<file path="config.mk">
export PLATFORM = sky130hd
export DESIGN_NAME = switch_toggle_multi
export DESIGN_NICKNAME = d
export VERILOG_FILES = /design/src/rtl/switch_toggle_multi_pkg.sv /design/src/rtl/switch_toggle_multi_debounce_ch.sv /design/src/rtl/switch_toggle_multi.sv
export SDC_FILE = /design/constraint.sdc
export NUM_CORES = 1
export LEC_CHECK = 0
export BUFFER_PORTS_ARGS = -buffer_cell sky130_fd_sc_hd__buf_4
export CELL_PAD_IN_SITES_DETAIL_PLACEMENT = 1
export CELL_PAD_IN_SITES_GLOBAL_PLACEMENT = 1
export CORE_AREA = 2 2 134 71
export DETAILED_ROUTE_END_ITERATION = 16
export DIE_AREA = 0 0 136 73
export PLACE_DENSITY_LB_ADDON = 0.25
export SKIP_CTS_REPAIR_TIMING = 1
export SYNTH_ARGS = -nofsm -noshare
export SYNTH_HDL_FRONTEND = slang
export SYNTH_SLANG_ARGS = --single-unit
</file>
<file path="constraint.sdc">
create_clock -name i_Clk -period 5.1 [get_ports i_Clk]
set_input_delay 0.255 -clock i_Clk [delete_from_list [all_inputs] [get_ports i_Clk]]
set_output_delay 0.255 -clock i_Clk [all_outputs]
set_load 0.02 [all_outputs]
</file>
<file path="src/rtl/switch_toggle_multi_pkg.sv">
`default_nettype none
// ============================================================================
// Module  : switch_toggle_multi_pkg
// Brief   : Shared edge-mode encodings and board debounce default for the
//           multi-channel switch toggle block.
// Revision: 1.0 - initial release
// ============================================================================
package switch_toggle_multi_pkg;

  // Raw EDGE_MODE parameter values
  localparam int EDGE_RELEASE = 0;
  localparam int EDGE_PRESS   = 1;
  localparam int EDGE_BOTH    = 2;

  // 10 ms at the 25 MHz board clock
  localparam int DEBOUNCE_LIMIT_25MHZ = 250000;

  typedef enum logic [1:0] {
    MODE_RELEASE = 2'd0,
    MODE_PRESS   = 2'd1,
    MODE_BOTH    = 2'd2
  } edge_mode_e;

  // Any unrecognised parameter value falls back to release-edge toggling.
  function automatic edge_mode_e decode_edge_mode(input int mode);
    case (mode)
      EDGE_PRESS: return MODE_PRESS;
      EDGE_BOTH:  return MODE_BOTH;
      default:    return MODE_RELEASE;
    endcase
  endfunction

endpackage : switch_toggle_multi_pkg
`default_nettype wire

</file>
<file path="src/rtl/switch_toggle_multi_debounce_ch.sv">
`default_nettype none
// ============================================================================
// Module  : switch_debounce_ch
// Brief   : One channel: two-flop synchroniser, stability counter and the
//           debounced level register.
// Revision: 1.0 - initial release
// ============================================================================
module switch_debounce_ch
  import switch_toggle_multi_pkg::*;
#(
  parameter int DEBOUNCE_LIMIT = DEBOUNCE_LIMIT_25MHZ
) (
  input  logic i_Clk,
  input  logic i_Rst,
  input  logic i_Switch,
  output logic o_Switch
);

  localparam int                 c_CNT_W    = $clog2(DEBOUNCE_LIMIT + 1);
  localparam logic [c_CNT_W-1:0] c_CNT_LAST = c_CNT_W'(DEBOUNCE_LIMIT - 1);
  localparam logic [c_CNT_W-1:0] c_CNT_ONE  = c_CNT_W'(1);

  logic               r_sync1;
  logic               r_sync2;
  logic               r_deb;
  logic [c_CNT_W-1:0] r_cnt;

  always_ff @(posedge i_Clk or posedge i_Rst) begin
    if (i_Rst) begin
      r_sync1 <= 1'b0;
      r_sync2 <= 1'b0;
      r_deb   <= 1'b0;
      r_cnt   <= '0;
    end else begin
      r_sync1 <= i_Switch;
      r_sync2 <= r_sync1;
      // Any cycle of agreement restarts the stability window.
      if (r_sync2 == r_deb) begin
        r_cnt <= '0;
      end else if (r_cnt == c_CNT_LAST) begin
        r_deb <= r_sync2;
        r_cnt <= '0;
      end else begin
        r_cnt <= r_cnt + c_CNT_ONE;
      end
    end
  end

  assign o_Switch = r_deb;

endmodule : switch_debounce_ch
`default_nettype wire

</file>
<file path="src/rtl/switch_toggle_multi.sv">
`default_nettype none
// ============================================================================
// Module  : switch_toggle_multi
// Brief   : NUM_SW debounced switch channels, each toggling its LED and
//           pulsing an event on the selected edge of the debounced level.
// Revision: 1.0 - initial release
// ============================================================================
module switch_toggle_multi
  import switch_toggle_multi_pkg::*;
#(
  parameter int NUM_SW         = 4,
  parameter int DEBOUNCE_LIMIT = DEBOUNCE_LIMIT_25MHZ,
  parameter int EDGE_MODE      = EDGE_RELEASE
) (
  input  logic              i_Clk,
  input  logic              i_Rst,
  input  logic [NUM_SW-1:0] i_Switch,
  input  logic              i_Clear,
  output logic [NUM_SW-1:0] o_LED,
  output logic [NUM_SW-1:0] o_Sw_Debounced,
  output logic [NUM_SW-1:0] o_Event
);

  localparam edge_mode_e c_MODE = decode_edge_mode(EDGE_MODE);

  logic [NUM_SW-1:0] w_deb;
  logic [NUM_SW-1:0] w_rise;
  logic [NUM_SW-1:0] w_fall;
  logic [NUM_SW-1:0] w_qual;
  logic [NUM_SW-1:0] r_prev;
  logic [NUM_SW-1:0] r_led;
  logic [NUM_SW-1:0] r_event;

  generate
    for (genvar n = 0; n < NUM_SW; n++) begin : g_ch
      switch_debounce_ch #(
        .DEBOUNCE_LIMIT(DEBOUNCE_LIMIT)
      ) u_debounce (
        .i_Clk   (i_Clk),
        .i_Rst   (i_Rst),
        .i_Switch(i_Switch[n]),
        .o_Switch(w_deb[n])
      );
    end
  endgenerate

  assign w_rise = w_deb & ~r_prev;
  assign w_fall = ~w_deb & r_prev;

  always_comb begin
    w_qual = w_fall;
    case (c_MODE)
      MODE_PRESS: w_qual = w_rise;
      MODE_BOTH:  w_qual = w_rise | w_fall;
      default:    w_qual = w_fall;
    endcase
  end

  // Clear overrides toggling, but the event pulse is still reported.
  always_ff @(posedge i_Clk or posedge i_Rst) begin
    if (i_Rst) begin
      r_prev  <= '0;
      r_event <= '0;
      r_led   <= '0;
    end else begin
      r_prev  <= w_deb;
      r_event <= w_qual;
      if (i_Clear) begin
        r_led <= '0;
      end else begin
        r_led <= r_led ^ w_qual;
      end
    end
  end

  assign o_LED          = r_led;
  assign o_Sw_Debounced = w_deb;
  assign o_Event        = r_event;

endmodule : switch_toggle_multi
`default_nettype wire

</file>
==> results.cfg <==
[hold_path]
holdCritPathClass = in -> reg

[timing]
finalWorstPathRequiredPeriod_ns = 2.67
slew_of_the_pin_with_the_lowest_slew_margin_ns = 1.17
layout_worst_path_cycle_share = 0.524
hold_violations = 0
setup_viol_count_final = 0
timing.max_slew.rel_slack = 0.215
whs_ns = 0.0141
unrepaired_setup_endpoints_after_global_routing = no
fin_skew_ns = 0.00826
setup_tns_ns = 0
fmax_mhz = 374
drv_slew = 0

[synthesis]
cell_taking_the_most_area_after_synthesis = sky130_fd_sc_hd__dfrtp_1
number_of_enable_flip_flop_cells_after_synthesis = 0
synth-async-reset-ratio = 1.00
ys_types = 40
synth_most_common_cell = sky130_fd_sc_hd__dfrtp_1
synth-seq-cells = 96
syn_nets = 441
ys_top_cells_by_count = 96 x sky130_fd_sc_hd__dfrtp_1, 80 x sky130_fd_sc_hd__nor2_1, 44 x sky130_fd_sc_hd__xnor2_1, 27 x sky130_fd_sc_hd__nand3_1, 24 x sky130_fd_sc_hd__nand4_1
netlist_top_cells_area = sky130_fd_sc_hd__dfrtp_1 54%, sky130_fd_sc_hd__xnor2_1 8.6%, sky130_fd_sc_hd__nor2_1 6.7%, sky130_fd_sc_hd__xor2_1 3.9%, sky130_fd_sc_hd__nand4_1 3.4%
synthesis.area_mm2 = 0.00446
synth_area_per_cell_um2 = 10.4
synthCells = 430
synth.yosys.seq_area_share = 0.538
yosys.area.top_type_share = 0.538
postSynth.topFlopCell = sky130_fd_sc_hd__dfrtp_1
synthesis.yosys.warnings = 0

[routing]
dr_total_vias = 3249
avgViaCountPerCell = 5.60
ant_nets = 0
drt_pass1_iterations = 4
routedWlPerCell_um = 17.9
drt_drc_violations_left = 0
drt_first_iter_violations = 214
totalWireLength_um = 10400

[power]
power.net_switching_uw = 339
power.share.sequential = 0.528
design_power_total_mw = 1.48
internal_power_mw = 1.15
power_density_mw_per_mm2 = 296
total_leakage_power_nw = 2.07
pwr-share-comb = 0.035
vdd_drop_max_mv = 0.177
swShare = 0.228
power.share.clock = 0.438

[setup_path]
critPathTopFamily = simple AND/OR/NAND/NOR gates
cp-end-kind = register
crit_path_max_incr_delay_ns = 0.84
cp_data_arrival_time_ns = 2.86
critical_path.max_fanout = 17
crit_buf_inv = 0
cp.required_ns = 5.29
crit_chain = ha_1 -> nand4_1 -> or4_4 -> o41ai_4 -> nor2_1
timing.critical_path.slowest_stage_cell = sky130_fd_sc_hd__o41ai_4
type_of_the_setup_path_with_the_least_slack = reg -> reg
critPathLaunchType = register

[final_layout]
fill_cells = 1001
syn_to_final_growth_pct = 12.5
area_taken_by_multi_input_logic_gates_mm2 = 0.00195
area_of_all_sequential_standard_cells_mm2 = 0.00240
cell_area_after_layout_mm2 = 0.00502
antenna_cells = 0
layoutNonFillerInstCount = 580
nets = 465
layout-drive-gt1-share = 0.118

[cts]
clockRootBuffer = sky130_fd_sc_hd__clkbuf_16
tritoncts = done
insertion_delay_of_the_later_clocked_pin_in_the_worst_skew_pair_ns = 0.35
number_of_h_tree_levels = 3
cts.reportedPaths.clkPinSlew_ns = 0.07
cts.sink_count = 96
cts_made_buffers = 9
cts.path.max_buffers = 2

[grt]
grt_pass1_wl_um = 17600
grt_max_degree = 67
via_count_of_the_first_global_routing_pass = 3406
grt_antenna_before_repair = 0
grt-ovfl-total = 0
global_router_s_overall_resource_usage = 0.231

[place]
post_dp_cell_area_mm2 = 0.00471
gp_congestion = 0.868
place.detailed.hpwl_um = 7220
place.port_buffers = 18
placed_cells = 561

[die]
design.portCount = 19
floorplan.initialDensity = 0.499
fp_rows = 25
core-area_mm2 = 0.00895
dieHeight_um = 73
area_of_the_die_mm2 = 0.00993
floorplan.die.width_um = 136

[run]
max-cap-violations = 0

[outcome]
outcome = finished, final reports clean
[worst paths after layout]
kind | start | cells past startpoint | slack, ns | end
worst max-delay path | g_ch[2].u_debounce.r_cnt[0] | 5 | 2.43 | g_ch[2].u_debounce.r_cnt[5]
worst max register to register | g_ch[2].u_debounce.r_cnt[0] | 5 | 2.43 | g_ch[2].u_debounce.r_cnt[5]
max in group asynchronous | i_Rst | 4 | 3.44 | g_ch[2].u_debounce.r_cnt[11]
min in group asynchronous | i_Rst | 3 | 0.46 | g_ch[2].u_debounce.r_cnt[6]
worst min register to register | g_ch[2].u_debounce.r_sync1 | 0 | 0.35 | g_ch[2].u_debounce.r_sync2
worst min-delay path | i_Switch[1] | 1 | 0.01 | g_ch[1].u_debounce.r_sync1
[worst register-to-register path, cell delays in order, from the launching register on]
cell	delay, ns
sky130_fd_sc_hd__dfrtp_1	0.40
sky130_fd_sc_hd__ha_1	0.24
sky130_fd_sc_hd__nand4_1	0.25
sky130_fd_sc_hd__or4_4	0.64
sky130_fd_sc_hd__o41ai_4	0.84
sky130_fd_sc_hd__nor2_1	0.14
[logic make-up after synthesis]
| group | after synthesis | synth area share |
|---|---|---|
| and+or+nand+nor | 219 | 0.252 |
| adders and majority gates | 4 | 0.0112 |
| buffers and inverters | 23 | 0.0238 |
| xor gates and xnor gates | 64 | 0.126 |
| muxes | 6 | 0.0154 |
| AOI/OAI and AO/OA | 18 | 0.0334 |
| DFF | 96 | 0.538 |
[sequential cells by signal, summed over array words and instances (netlist names)]
register	cells
g_ch.u_debounce.r_cnt	72
g_ch.u_debounce.o_Switch	4
g_ch.u_debounce.r_sync1	4
g_ch.u_debounce.r_sync2	4
o_Event	4
o_LED	4
r_prev	4
[cell usage in the layout, fill, tap and decap left out, types with 9 or more instances in the layout]
cell type                    n
sky130_fd_sc_hd__xnor2_1    44
sky130_fd_sc_hd__xor2_1     20
sky130_fd_sc_hd__inv_1      12
sky130_fd_sc_hd__nor4_1     17
sky130_fd_sc_hd__nor3_1     13
sky130_fd_sc_hd__nand2_1    19
sky130_fd_sc_hd__nor2_1     80
sky130_fd_sc_hd__clkbuf_16   9
sky130_fd_sc_hd__nand3_1    27
sky130_fd_sc_hd__nand4_1    24
sky130_fd_sc_hd__dfrtp_1    96
sky130_fd_sc_hd__buf_4      20
[stage by stage]
| stage | worst slack, ns | util |
|---|---|---|
| finish | 2.43 | 0.561 |
| global route | 2.24 | 0.561 |
| CTS | 2.45 | 0.558 |
| detailed placement | 2.47 | 0.526 |
| global placement | 2.59 | 0.526 |
| floorplan | 2.34 | - |
[power groups by stage]
stage,logic [mW],registers [mW],clock network [mW]
floorplan,0.0339,0.795,0
global route,0.0588,0.785,0.692
finish,0.0514,0.783,0.650
CTS,0.0511,0.783,0.657
global placement,0.0489,0.797,0
detailed placement,0.0509,0.798,0
[routing by layer]
metal / wire [µm] / track usage / vias to the layer above / part of all wire
met1: 5470 / 0.341 / 1640 / 0.53
met2: 4460 / 0.347 / 62 / 0.43
met4: 110 / 0.0556 / 0 / 0.011
met3: 350 / 0.0528 / 11 / 0.034
met5: 0 / 0 / - / 0
li1: - / - / 1536 / -
[cell type report]
class / instances / share of cell area
clock buffers: 12 / 0.0511
clock inverters: 4 / 0.00523
inverters: 13 / 0.0102
multi-input cells: 311 / 0.389
flip-flops and latches: 96 / 0.478
well taps: 121 / 0.0302
repair buffers: 23 / 0.0359
Power figures use the tool's default switching activity.
